===== src/rtl/shift6_pkg.sv =====
// -----------------------------------------------------------------------------
// shift6_pkg
// Shared definitions for the shift6 serial shift-register sequencer:
//   - state_t      : controller state encoding (IDLE, SHIFT, DONE)
//   - SHIFT6_WIDTH : default shift word length
//   - SHIFT6_CNT_W : default bit-counter width (2**CNT_W > WIDTH)
//   - even_parity  : XOR reduction of a word of up to PARITY_MAX_W bits
// Optional build macro used by the design: SHIFT6_PARITY_EN
// -----------------------------------------------------------------------------
package shift6_pkg;

  typedef enum logic [1:0] {
    IDLE  = 2'd0,
    SHIFT = 2'd1,
    DONE  = 2'd2
  } state_t;

  localparam int SHIFT6_WIDTH = 6;
  localparam int SHIFT6_CNT_W = 3;
  localparam int PARITY_MAX_W = 16;

  // Callers zero-extend narrower words; zero bits do not change the XOR.
  function automatic logic even_parity(input logic [PARITY_MAX_W-1:0] v);
    return ^v;
  endfunction

endpackage


===== src/rtl/shift6_sreg.sv =====
// -----------------------------------------------------------------------------
// shift6_sreg
// Loadable left-shift register. Load has priority over shift; the bit shifted
// in at the LSB comes from ser_in, the MSB is the next bit to leave.
// Ports:
//   clk    in   rising-edge clock
//   rst_n  in   synchronous reset, active-low (clears the register)
//   load   in   parallel load of d
//   shift  in   shift left by one, inserting ser_in
//   d      in   [WIDTH-1:0] parallel load data
//   ser_in in   serial input bit
//   q      out  [WIDTH-1:0] register contents
// -----------------------------------------------------------------------------
module shift6_sreg
  import shift6_pkg::*;
#(
  parameter int WIDTH = SHIFT6_WIDTH
) (
  input  logic             clk,
  input  logic             rst_n,
  input  logic             load,
  input  logic             shift,
  input  logic [WIDTH-1:0] d,
  input  logic             ser_in,
  output logic [WIDTH-1:0] q
);

  logic [WIDTH-1:0] r_q;

  // NOTE: sequential state uses non-blocking assignments so every register
  // samples the pre-edge values of its sources, independent of block order.
  always_ff @(posedge clk) begin
    if (!rst_n) begin
      r_q <= '0;
    end else if (load) begin
      r_q <= d;
    end else if (shift) begin
      r_q <= {r_q[WIDTH-2:0], ser_in};
    end
  end

  assign q = r_q;

endmodule


===== src/rtl/shift6_ctrl.sv =====
// -----------------------------------------------------------------------------
// shift6_ctrl
// Sequencer for the serial shift-register datapath. Accepts a parallel word on
// a valid/ready handshake, shifts it out MSB first on ser_out while capturing
// the same number of bits from ser_in, then presents the captured word on
// rx_data with a one-cycle rx_valid pulse (in the DONE state).
// Build option: define SHIFT6_PARITY_EN to append one even-parity bit to each
// frame and add the rx_perr output (received parity check result).
// Ports:
//   clk      in   rising-edge clock
//   rst_n    in   synchronous reset, active-low
//   tx_data  in   [WIDTH-1:0] word to transmit
//   tx_valid in   tx_data valid
//   tx_ready out  word accepted this cycle if tx_valid (IDLE or DONE)
//   ser_out  out  serial data out, MSB first, 0 outside SHIFT
//   ser_in   in   serial data in, sampled during SHIFT
//   frame    out  high during SHIFT
//   rx_data  out  [WIDTH-1:0] last captured word, held between frames
//   rx_valid out  one-cycle pulse when rx_data has updated
//   busy     out  high whenever not IDLE
//   rx_perr  out  (SHIFT6_PARITY_EN only) parity error, valid with rx_valid
// -----------------------------------------------------------------------------
module shift6_ctrl
  import shift6_pkg::*;
#(
  parameter int WIDTH = SHIFT6_WIDTH,
  parameter int CNT_W = SHIFT6_CNT_W
) (
  input  logic             clk,
  input  logic             rst_n,
  input  logic [WIDTH-1:0] tx_data,
  input  logic             tx_valid,
  output logic             tx_ready,
  output logic             ser_out,
  input  logic             ser_in,
  output logic             frame,
  output logic [WIDTH-1:0] rx_data,
  output logic             rx_valid,
  output logic             busy
`ifdef SHIFT6_PARITY_EN
  ,
  output logic             rx_perr
`endif
);

  // Terminal count: the last SHIFT cycle of a frame.
`ifdef SHIFT6_PARITY_EN
  localparam int LAST_BIT = WIDTH;
`else
  localparam int LAST_BIT = WIDTH - 1;
`endif
  localparam logic [CNT_W-1:0] CNT_LAST = CNT_W'(LAST_BIT);

  state_t           r_state;
  state_t           w_state_next;
  logic [CNT_W-1:0] r_cnt;
  logic [WIDTH-1:0] r_rx_data;
  logic [WIDTH-1:0] w_q;
  logic             w_load;
  logic             w_shift;
  logic             w_last;

  assign w_last = (r_state == SHIFT) && (r_cnt == CNT_LAST);

  shift6_sreg #(
    .WIDTH (WIDTH)
  ) u_sreg (
    .clk    (clk),
    .rst_n  (rst_n),
    .load   (w_load),
    .shift  (w_shift),
    .d      (tx_data),
    .ser_in (ser_in),
    .q      (w_q)
  );

  always_ff @(posedge clk) begin
    if (!rst_n) begin
      r_state <= IDLE;
    end else begin
      r_state <= w_state_next;
    end
  end

  // Cleared on every load, so it cannot wrap within a frame.
  always_ff @(posedge clk) begin
    if (!rst_n) begin
      r_cnt <= '0;
    end else if (w_load) begin
      r_cnt <= '0;
    end else if (r_state == SHIFT) begin
      r_cnt <= r_cnt + CNT_W'(1);
    end
  end

`ifdef SHIFT6_PARITY_EN
  logic r_tx_par;
  logic r_rx_perr;

  // The shift register is empty of transmit data by the parity cycle, so the
  // parity of the outgoing word is captured at load time.
  always_ff @(posedge clk) begin
    if (!rst_n) begin
      r_tx_par <= 1'b0;
    end else if (w_load) begin
      r_tx_par <= even_parity(PARITY_MAX_W'(tx_data));
    end
  end

  // In the parity cycle the register already holds the received data bits;
  // ser_in carries the sender's parity bit.
  always_ff @(posedge clk) begin
    if (!rst_n) begin
      r_rx_data <= '0;
      r_rx_perr <= 1'b0;
    end else if (w_last) begin
      r_rx_data <= w_q;
      r_rx_perr <= ser_in ^ even_parity(PARITY_MAX_W'(w_q));
    end
  end

  assign rx_perr = r_rx_perr;
`else
  // Capture the value the register takes at the final shift edge.
  always_ff @(posedge clk) begin
    if (!rst_n) begin
      r_rx_data <= '0;
    end else if (w_last) begin
      r_rx_data <= {w_q[WIDTH-2:0], ser_in};
    end
  end
`endif

  // NOTE: every signal driven here gets a default first so no path leaves it
  // unassigned, which would otherwise infer a latch.
  always_comb begin
    w_state_next = r_state;
    w_load       = 1'b0;
    w_shift      = 1'b0;
    tx_ready     = 1'b0;
    frame        = 1'b0;
    ser_out      = 1'b0;
    rx_valid     = 1'b0;
    unique case (r_state)
      IDLE: begin
        tx_ready = 1'b1;
        if (tx_valid) begin
          w_load       = 1'b1;
          w_state_next = SHIFT;
        end
      end
      SHIFT: begin
        frame   = 1'b1;
        ser_out = w_q[WIDTH-1];
        w_shift = 1'b1;
`ifdef SHIFT6_PARITY_EN
        if (w_last) begin
          ser_out = r_tx_par;
          w_shift = 1'b0;
        end
`endif
        if (w_last) begin
          w_state_next = DONE;
        end
      end
      DONE: begin
        rx_valid = 1'b1;
        tx_ready = 1'b1;
        if (tx_valid) begin
          w_load       = 1'b1;
          w_state_next = SHIFT;
        end else begin
          w_state_next = IDLE;
        end
      end
      default: begin
        w_state_next = IDLE;
      end
    endcase
  end

  assign busy    = (r_state != IDLE);
  assign rx_data = r_rx_data;

endmodule


===== config.mk =====
export PLATFORM = sky130hd
export DESIGN_NAME = shift6_ctrl
export DESIGN_NICKNAME = d
export VERILOG_FILES = /design/src/rtl/shift6_pkg.sv /design/src/rtl/shift6_sreg.sv /design/src/rtl/shift6_ctrl.sv
export SDC_FILE = /design/constraint.sdc
export NUM_CORES = 1
export LEC_CHECK = 0
export CAP_MARGIN = 25
export CORE_MARGIN = 5
export CORE_UTILIZATION = 45
export DETAILED_ROUTE_END_ITERATION = 16
export HOLD_SLACK_MARGIN = 0.06
export PLACE_DENSITY = 0.87
export RECOVER_POWER = 25
export SLEW_MARGIN = 40
export SYNTH_ARGS = -nofsm -noshare
export SYNTH_HDL_FRONTEND = slang
export SYNTH_SLANG_ARGS = --single-unit

===== constraint.sdc =====
create_clock -name clk -period 1.3 [get_ports clk]
set_input_delay 0.26 -clock clk [delete_from_list [all_inputs] [get_ports clk]]
set_output_delay 0.26 -clock clk [all_outputs]
set_load 0.01 [all_outputs]

==> impl_results.md, run 1 <==
* Status: finished, violations left
* Failing checks: setup timing
* PnR worst setup slack at -25.9 ps
* Min Tclk post-route at 1330 ps
* Die area at 2520 µm²
* Capture point of the worst path: busy
* Largest net degree at the start of global routing at 13
* Number of synthesized flops with an enable pin at 0
* Die Ht at 50.2 µm
* Hold Vio Cnt, Final at 0
* Reg2reg setup slack at 40 ps
* Number of diodes at 0
* CTS Buf Count at 3
* Most common cell after layout, fill and taps aside: dfxtp_1
* Layout Utilization at 67.5%
* Worst Hold Class: flop to flop
* Crit end category: output port
* Vias/cell at 5.06
* Drt first pass iters at 3
* Area grow syn2layout at 41.2%
* Fillers at 129
* Clk buf depth at 2
* Reg-to-reg startpoint: r_state[0]
* Die X at 50.2 µm
* Crit Path Class: flop to output port
* Pre-CTS WS at -150 ps
* Average size of a mapped cell at 9.46 µm²
* H-tree lvl count at 1
* Slew @ Worst Pin at 361 ps
* Final nets at 120
* Critical path data arrival time at 1070 ps
* Non-filler cells, final at 123
* Clk_lat worst skew at 280 ps
* Commonest cells after routing, fill and taps aside: dfxtp_1, nor2_1, clkdlybuf4s50_1
* Final slew viol count at 0
* Number of global-route vias before repair at 679
* Initial Util at 47.8%
* Fmax at 0.754 GHz
* CTS tree: done
* # DRC at 0
* Final setup skew at 3.16 ps
* Routed via count at 622
* Top cell by count, worst path: buf_6
* Remaining global-route overflow at 0
* Endpoints failing setup at 1
* Layout cell share with drive strength beyond 1 at 24.3%
* Delay of the slowest cell on the worst path at 340 ps
* Wire length per cell at 12.6 µm
* Worst-path cell chain: buf_6, or2_4, buf_6
* Root buffer cell: clkbuf_4
* Mapped Cells at 77
* Dominant synthesized flop cell: dfxtp_1
* Setup crit start: r_state[1]
* GRT Total Usage at 13.4%
* Leakage at 0.527 nW
* Slowest cell on the critical path: dfxtp_2
* Setup TNS at -25.9 ps
* Synth cell types at 28
* PD cells at 968 nW/µm²
* Placer Congestion at 0.719
* Asr flop ratio synth at 0%
* Slew HR at 75.9%
* Final WL at 1550 µm
* Number of cells after detailed placement at 118
* Max Cap Violations at 0
* Seq/Total Area, Yosys at 46.7%
* Core area at 1520 µm²
* Yosys reg bits at 17
* Core Rows at 14
* R2R cell count at 4
* Top Ports at 21
* Period utilisation layout at 102%
* Clock sinks at 17
* Antenna violations before repair at 0
* First-pass GRT wire length at 2700 µm
* Crit path launch type: flop
* RSZ-0062 raised after global routing: true
* Hpwl dp at 1170 µm
* Post-Syn Area at 728 µm²
* Port Buf Inserts at 20
* Clock slew at reported path FFs at 90 ps
* Post-DRT Antenna Nets at 0
* CP required at 1040 ps
* Yosys warns at 0
* Critical R2R Capture: r_cnt[1]
* Crit-path max FO at 3
* Max VDD drop at 0.000588 V
* Initial DRC count at 3
* Syn Nets at 89
* Hold_ws at 475 ps
## how the worst min path moves through the flow
stage | end | from | slack (ps) | cells past startpoint
after floorplan | u_sreg.q[2] | rst_n | 400 | 2
after global placement | u_sreg.q[5] | u_sreg.q[5] | 450 | 2
after detailed placement | u_sreg.q[5] | u_sreg.q[5] | 460 | 2
after CTS | u_sreg.q[5] | u_sreg.q[5] | 470 | 2
after global routing | u_sreg.q[5] | u_sreg.q[5] | 510 | 2
final | u_sreg.q[5] | u_sreg.q[5] | 470 | 2
## layout make-up
class | instances | area (µm²) | share of cell area, %
inverter | 4 | 15.0 | 1.46
clock buffer | 4 | 26.3 | 2.55
tap | 16 | 20.0 | 1.95
sequential | 17 | 347 | 33.7
timing repair buffer | 29 | 259 | 25.2
multi-input combinational | 53 | 362 | 35.2
## synth_stat cells (2+ instances only)
master   instances  share of area, %
dfxtp_1         17                47
nor2_1          11               5.7
mux2i_1          6               8.2
nand2_1          5               2.6
a21oi_1          4               2.7
a22oi_1          3               3.1
inv_1            3               1.5
nand3_1          3               2.1
a31oi_1          2               1.7
and2b_1          2               2.1
ha_1             2               3.4
nor3_1           2               1.4
o21ai_0          2               1.4
## registers in the layout, summed over array words and instances, names as in the netlist
name,flops
u_sreg.q,6
r_cnt,3
rx_data,6
r_state,2
## timing repair
action	CTS	global route
pin swaps	0	2
buffers inserted	1	0
gates resized for setup	24	12
setup endpoints to repair	11	11
hold buffers	0	0
## metrics by stage
| step | total power [W] | cell area, µm² |
|---|---|---|
| final | 0.000995 | 1030 |
| after global routing | 0.00106 | 1030 |
| after CTS | 0.00100 | 1010 |
| after detailed placement | 0.000735 | 983 |
| after global placement | 0.000728 | 983 |
| after floorplan | 0.000661 | 728 |
## cell families (layout without fill, tap and decap cells)
logic type	after synthesis	in the layout	synth area share [%]
and+or+nand+nor	30	30	22.2
DFF	17	17	46.7
AOI/OAI and AO/OA	13	13	11.5
buffers and inverters	7	37	5.50
muxes	6	6	8.25
adders and majority gates	2	2	3.44
xor gates and xnor gates	2	2	2.41
## worst max-delay path: cells and delay by family (launching register included)
family / cells / cell delay, ps
flops: 1 / 340
buf+inv: 2 / 230
simple gates: 1 / 220
## routing by layer
layer,share of wire (%),vias to the layer above,track usage [%]
li1,-,327,-
met1,43,281,14.2
met2,52,12,23.6
met3,4.9,2,3.85
met4,0.65,0,6.99
met5,0,-,0
## where the power goes
part / total [W] / internal, W / switching, W / leakage (nW)
registers: 0.000562 / 0.000544 / 0.0000183 / 0.140
logic: 0.000163 / 0.0000861 / 0.0000767 / 0.372
clock network: 0.000271 / 0.000119 / 0.000152 / 0.0150
total: 0.000995 / 0.000749 / 0.000247 / 0.527
Note: power is estimated with default switching activity, not from simulation.
==> inputs of run 2 (changes only) <==
--- a/config.mk
+++ b/config.mk
@@ -6,11 +6,12 @@
 export NUM_CORES = 1
 export LEC_CHECK = 0
 export CAP_MARGIN = 25
-export CORE_MARGIN = 5
-export CORE_UTILIZATION = 45
+export CORE_AREA = 5 5 42 44
 export DETAILED_ROUTE_END_ITERATION = 16
+export DIE_AREA = 0 0 47 49
+export DONT_BUFFER_PORTS = 1
 export HOLD_SLACK_MARGIN = 0.06
-export PLACE_DENSITY = 0.87
+export PLACE_DENSITY = 0.74
 export RECOVER_POWER = 25
 export SLEW_MARGIN = 40
 export SYNTH_ARGS = -nofsm -noshare
==> impl_results.md, run 2 (same netlist as run 1, synthesis figures left out) <==
* Crit path launch type: flop
* Area grow syn2layout at 9.28%
* Slew @ Worst Pin at 369 ps (+8.08 ps)
* Final WL at 1460 µm (-5.7%)
* CTS tree: done
* Number of global-route vias before repair at 508 (-25%)
* Clock slew at reported path FFs at 100 ps (about the same)
* Crit end category: output port
* RSZ-0062 raised after global routing: true
* Layout cell share with drive strength beyond 1 at 19.8% (-4.5 points)
* Top Ports at 21 (unchanged)
* Drt first pass iters at 4 (+1)
* Vias/cell at 5.67 (+12%)
* Core area at 1400 µm² (-8.0%)
* Clock sinks at 17 (unchanged)
* Initial Util at 52.0% (+4.2 points)
* Die Ht at 49 µm (-2.4%)
* Number of diodes at 0 (unchanged)
* PD cells at 1210 nW/µm² (+25%)
* Routed via count at 550 (-12%)
* Root buffer cell: clkbuf_4
* Endpoints failing setup at 0 (-1)
* # DRC at 0 (unchanged)
* Period utilisation layout at 99.2% (-2.8 points)
* Leakage at 0.384 nW (-27%)
* PnR worst setup slack at 10.0 ps (+35.9 ps)
* Clk buf depth at 2 (unchanged)
* Commonest cells after routing, fill and taps aside: dfxtp_1, nor2_1, mux2i_1
* Hpwl dp at 1070 µm (-8.2%)
* Post-cts hold buffer count at 0 (unchanged)
* Placer Congestion at 0.680 (-5.4%)
* R2R cell count at 4 (unchanged)
* Slew HR at 75.4% (-0.54 points)
* Worst Hold Class: input port to flop
* Initial DRC count at 3 (unchanged)
* Hold worst-path end: u_sreg.q[2]
* Crit-path max FO at 5 (+2)
* Largest net degree at the start of global routing at 13 (unchanged)
* Crit Path Class: flop to output port
* Max Cap Violations at 0 (unchanged)
* Antenna violations before repair at 0 (unchanged)
* Critical R2R Capture: rx_data[2]
* Min Tclk post-route at 1290 ps (-35.9 ps)
* Max VDD drop at 0.000749 V (+27%)
* Reg2reg setup slack at 110 ps (+70 ps)
* First-pass GRT wire length at 2400 µm (-11%)
* GRT Total Usage at 14.3% (+0.93 points)
* Wire length per cell at 15.1 µm (+20%)
* CP required at 1040 ps (about the same)
* Fmax at 0.775 GHz (+2.8%)
* Final setup skew at 4.87 ps (+1.71 ps)
* Hold_ws at 102 ps (-373 ps)
* Fillers at 140 (+8.5%)
* CTS Buf Count at 3 (unchanged)
* Final slew viol count at 0 (unchanged)
* Remaining global-route overflow at 0 (unchanged)
* Clk_lat worst skew at 290 ps (about the same)
* Critical path data arrival time at 1030 ps (-40 ps)
* H-tree lvl count at 1 (unchanged)
* Pre-CTS WS at -1.90 ps (+149 ps)
* Most common cell after layout, fill and taps aside: dfxtp_1
* Status: completed
* Port Buf Inserts at 0 (-100%)
* Core Rows at 14 (unchanged)
* Hold Startpoint: rst_n
* Final nets at 94 (-22%)
* Die area at 2300 µm² (-8.7%)
* Hold Vio Cnt, Final at 0 (unchanged)
* Setup TNS at 0 ps (+25.9 ps)
* Die X at 47 µm (-6.4%)
* Reg-to-reg startpoint: r_cnt[0]
* Post-DRT Antenna Nets at 0 (unchanged)
* Hold path depth at 2 (unchanged)
run 2: critical path, cell delays in order (launching register included):
cell      delay (ps)
dfxtp_2          350
nand2b_4         160
inv_6             80
and2_4           150
run 2: how the worst max path moves through the flow:
stage,slack [ps],depth (start not counted),from,endpoint
6_report,10,3,r_state[1],ser_out
3_5_place_dp,-2,4,r_cnt[0],rx_data[0]
5_1_grt,-40,3,r_state[1],ser_out
4_1_cts,3,3,r_state[1],ser_out
2_1_floorplan,110,4,r_state[0],ser_out
3_3_place_gp,60,4,r_cnt[0],rx_data[2]
run 2: repair_timing:
item | CTS | global route
buffers inserted | 1 | 0
hold endpoints to repair | 0 | 0
gates resized for setup | 7 | 1
endpoints found under the setup margin | 8 | 6
pin swaps | 0 | 0
run 2: cell type report:
| class | count | area [µm²] | share of cell area, % |
|---|---|---|---|
| timing repair buffer | 3 | 22.5 | 2.83 |
| clock buffer | 4 | 26.3 | 3.30 |
| tap | 16 | 20.0 | 2.52 |
| multi-input combinational | 53 | 362 | 45.4 |
| inverter | 4 | 20.0 | 2.52 |
| sequential | 17 | 345 | 43.4 |
run 2: per-layer routing:
layer	up-vias	track usage, %	part of all wire [%]
li1	267	-	-
met1	256	19.8	41
met2	25	18.8	45
met3	2	7.01	13
met4	0	5.53	0.68
met5	-	0	0
run 2: per-stage QoR:
step | area, µm² | util (%) | instances | power, W
after floorplan | 728 | - | 77 | 0.000661
after global placement | 738 | 52.7 | 92 | 0.000676
after detailed placement | 738 | 52.7 | 92 | 0.000680
after CTS | 793 | 56.6 | 97 | 0.000958
after global routing | 796 | 56.8 | 97 | 0.00101
final | 796 | 56.8 | 97 | 0.000961
run 2: report_power, final:
part,internal (W),total (W),leakage [nW],switching (W)
clock,0.000119,0.000281,0.0150,0.000162
combinational,0.0000478,0.000114,0.229,0.0000665
sequential,0.000543,0.000565,0.140,0.0000217
total,0.000710,0.000961,0.384,0.000250
==> inputs of run 3 (changes only) <==
--- a/config.mk
+++ b/config.mk
@@ -6,13 +6,14 @@
 export NUM_CORES = 1
 export LEC_CHECK = 0
 export CAP_MARGIN = 25
-export CORE_AREA = 5 5 42 44
+export CORE_AREA = 2 2 39 41
 export DETAILED_ROUTE_END_ITERATION = 16
-export DIE_AREA = 0 0 47 49
+export DIE_AREA = 0 0 41 43
 export DONT_BUFFER_PORTS = 1
 export HOLD_SLACK_MARGIN = 0.06
 export PLACE_DENSITY = 0.74
 export RECOVER_POWER = 25
+export SKIP_LAST_GASP = 1
 export SLEW_MARGIN = 40
 export SYNTH_ARGS = -nofsm -noshare
 export SYNTH_HDL_FRONTEND = slang
==> impl_results.md, run 3 (same netlist as run 1, synthesis figures left out) <==
* Min Tclk post-route at 1250 ps (-36.1 ps)
* Setup crit start: r_state[1]
* Final setup skew at 6.00 ps (+1.12 ps)
* Critical path data arrival time at 990 ps (-40 ps)
* Die Ht at 43 µm (-12%)
* Vias/cell at 5.50 (-2.9%)
* Routed via count at 556 (+1.1%)
* Slowest cell on the critical path: dfxtp_4
* Clk buf depth at 2 (unchanged)
* H-tree lvl count at 1 (unchanged)
* Worst-path cell chain: nand2b_4, inv_8, and2_4
* Crit Path Class: flop to output port
* Most common cell after layout, fill and taps aside: dfxtp_1
* Clock sinks at 17 (unchanged)
* CTS Buf Count at 3 (unchanged)
* Fmax at 0.798 GHz (+2.9%)
* Top Ports at 21 (unchanged)
* Final slew viol count at 0 (unchanged)
* Sum of buffers and inverters on the critical path at 1 (unchanged)
* Layout Utilization at 60.0% (+3.3 points)
* # DRC at 0 (unchanged)
* First-pass GRT wire length at 2370 µm (-1.2%)
* Die X at 41 µm (-13%)
* Critical R2R Capture: rx_data[5]
* Slew HR at 76.0% (+0.66 points)
* Commonest cells after routing, fill and taps aside: dfxtp_1, nor2_1, buf_4
* Period utilisation layout at 96.5% (-2.8 points)
* Worst path depth at 3 (unchanged)
* PD cells at 1160 nW/µm² (-4.0%)
* RSZ-0062 raised after global routing: true
* Setup TNS at 0 ps (unchanged)
* Endpoints failing setup at 0 (unchanged)
* Crit end category: output port
* Remaining global-route overflow at 0 (unchanged)
* Hold Vio Cnt, Final at 0 (unchanged)
* Initial Util at 52.6% (+0.66 points)
* Core area at 1380 µm² (-1.2%)
* Die area at 1760 µm² (-23%)
* Largest net degree at the start of global routing at 13 (unchanged)
* Pre-CTS WS at 29.2 ps (+31.1 ps)
* Hpwl dp at 1050 µm (-2.2%)
* Hold_ws at 105 ps (+2.61 ps)
* Initial DRC count at 8 (+5)
* Leakage at 0.400 nW (+4.2%)
* Number of diodes at 0 (unchanged)
* Slew @ Worst Pin at 359 ps (-9.92 ps)
* Reg2reg setup slack at 100 ps (about the same)
* Area grow syn2layout at 14.1%
* Capture point of the worst path: ser_out
* Layout cell share with drive strength beyond 1 at 24.7% (+5.0 points)
* PnR worst setup slack at 46.1 ps (+36.1 ps)
* Root buffer cell: clkbuf_4
* Antenna violations before repair at 0 (unchanged)
* Clock slew at reported path FFs at 100 ps (about the same)
* Number of global-route vias before repair at 513 (+0.98%)
* Clk_lat worst skew at 280 ps (about the same)
* Wire length per cell at 14.6 µm (-3.2%)
* Worst Hold Class: input port to flop
* Fillers at 126 (-10%)
* Post-cts hold buffer count at 0 (unchanged)
* Core Rows at 14 (unchanged)
* Max VDD drop at 0.000853 V (+14%)
* Reg-to-reg startpoint: r_cnt[0]
* Max Cap Violations at 0 (unchanged)
* Final nets at 98 (+4.3%)
* Crit path launch type: flop
* Drt first pass iters at 4 (unchanged)
* Crit-path leading delay family: flip-flops
* Crit-path max FO at 4 (-1)
* GRT Total Usage at 20.4% (+6.1 points)
* Delay of the slowest cell on the worst path at 360 ps (about the same)
* CP required at 1040 ps (about the same)
* Placer Congestion at 0.772 (+14%)
* R2R cell count at 4 (unchanged)
* Post-DRT Antenna Nets at 0 (unchanged)
* Final Power at 0.000963 W (+0.24%)
* Status: completed
* CTS tree: done
* Port Buf Inserts at 0 (unchanged)
* Final WL at 1470 µm (+0.82%)
run 3: timing repair:
item	CTS	global route
setup buffers	0	3
resized for setup	6	4
endpoints found under the setup margin	2	8
pin swaps	0	1
run 3: how the worst min path moves through the flow:
stage / startpoint / end / slack (ps) / cells after the start
2_1_floorplan: rst_n / u_sreg.q[2] / 400 / 2
3_3_place_gp: rst_n / u_sreg.q[2] / 400 / 2
3_5_place_dp: rst_n / u_sreg.q[3] / 410 / 2
4_1_cts: rst_n / u_sreg.q[3] / 100 / 2
5_1_grt: rst_n / u_sreg.q[2] / 110 / 2
6_report: rst_n / u_sreg.q[3] / 100 / 2
run 3: power breakdown:
part	switching (W)	internal [W]	total, W
Sequential	0.0000213	0.000542	0.000563
Clock	0.000158	0.000114	0.000272
Combinational	0.0000714	0.0000568	0.000128
Total	0.000251	0.000713	0.000963
run 3: worst reg2reg max path, delay by kind of cell, from the launching register on:
family,cells,cell delay (ps)
adders and majority gates,1,250
DFF,1,390
muxes,1,190
and+or+nand+nor,2,270
run 3: final cells by class:
type / count / area [µm²] / share of cell area (%)
multi-input cells: 53 / 359 / 43.2
flip-flops and latches: 17 / 349 / 42.0
repair buffers: 7 / 52.6 / 6.33
clock buffers: 3 / 22.5 / 2.71
inverters: 4 / 22.5 / 2.71
well taps: 16 / 20.0 / 2.41
clock inverters: 1 / 5.00 / 0.602
run 3: metrics by stage:
stage | area (µm²) | cells
6_report | 831 | 101
5_1_grt | 831 | 101
4_1_cts | 793 | 98
3_5_place_dp | 753 | 94
3_3_place_gp | 753 | 94
2_1_floorplan | 728 | 77
run 3: per-layer routing:
metal	track usage (%)	part of all wire, %	up-vias	routed length, µm
li1	-	-	280	-
met5	0	0	-	0
met4	10.0	1.2	0	17
met2	30.0	53	7	773
met1	27.8	44	267	641
met3	3.66	2.7	2	40
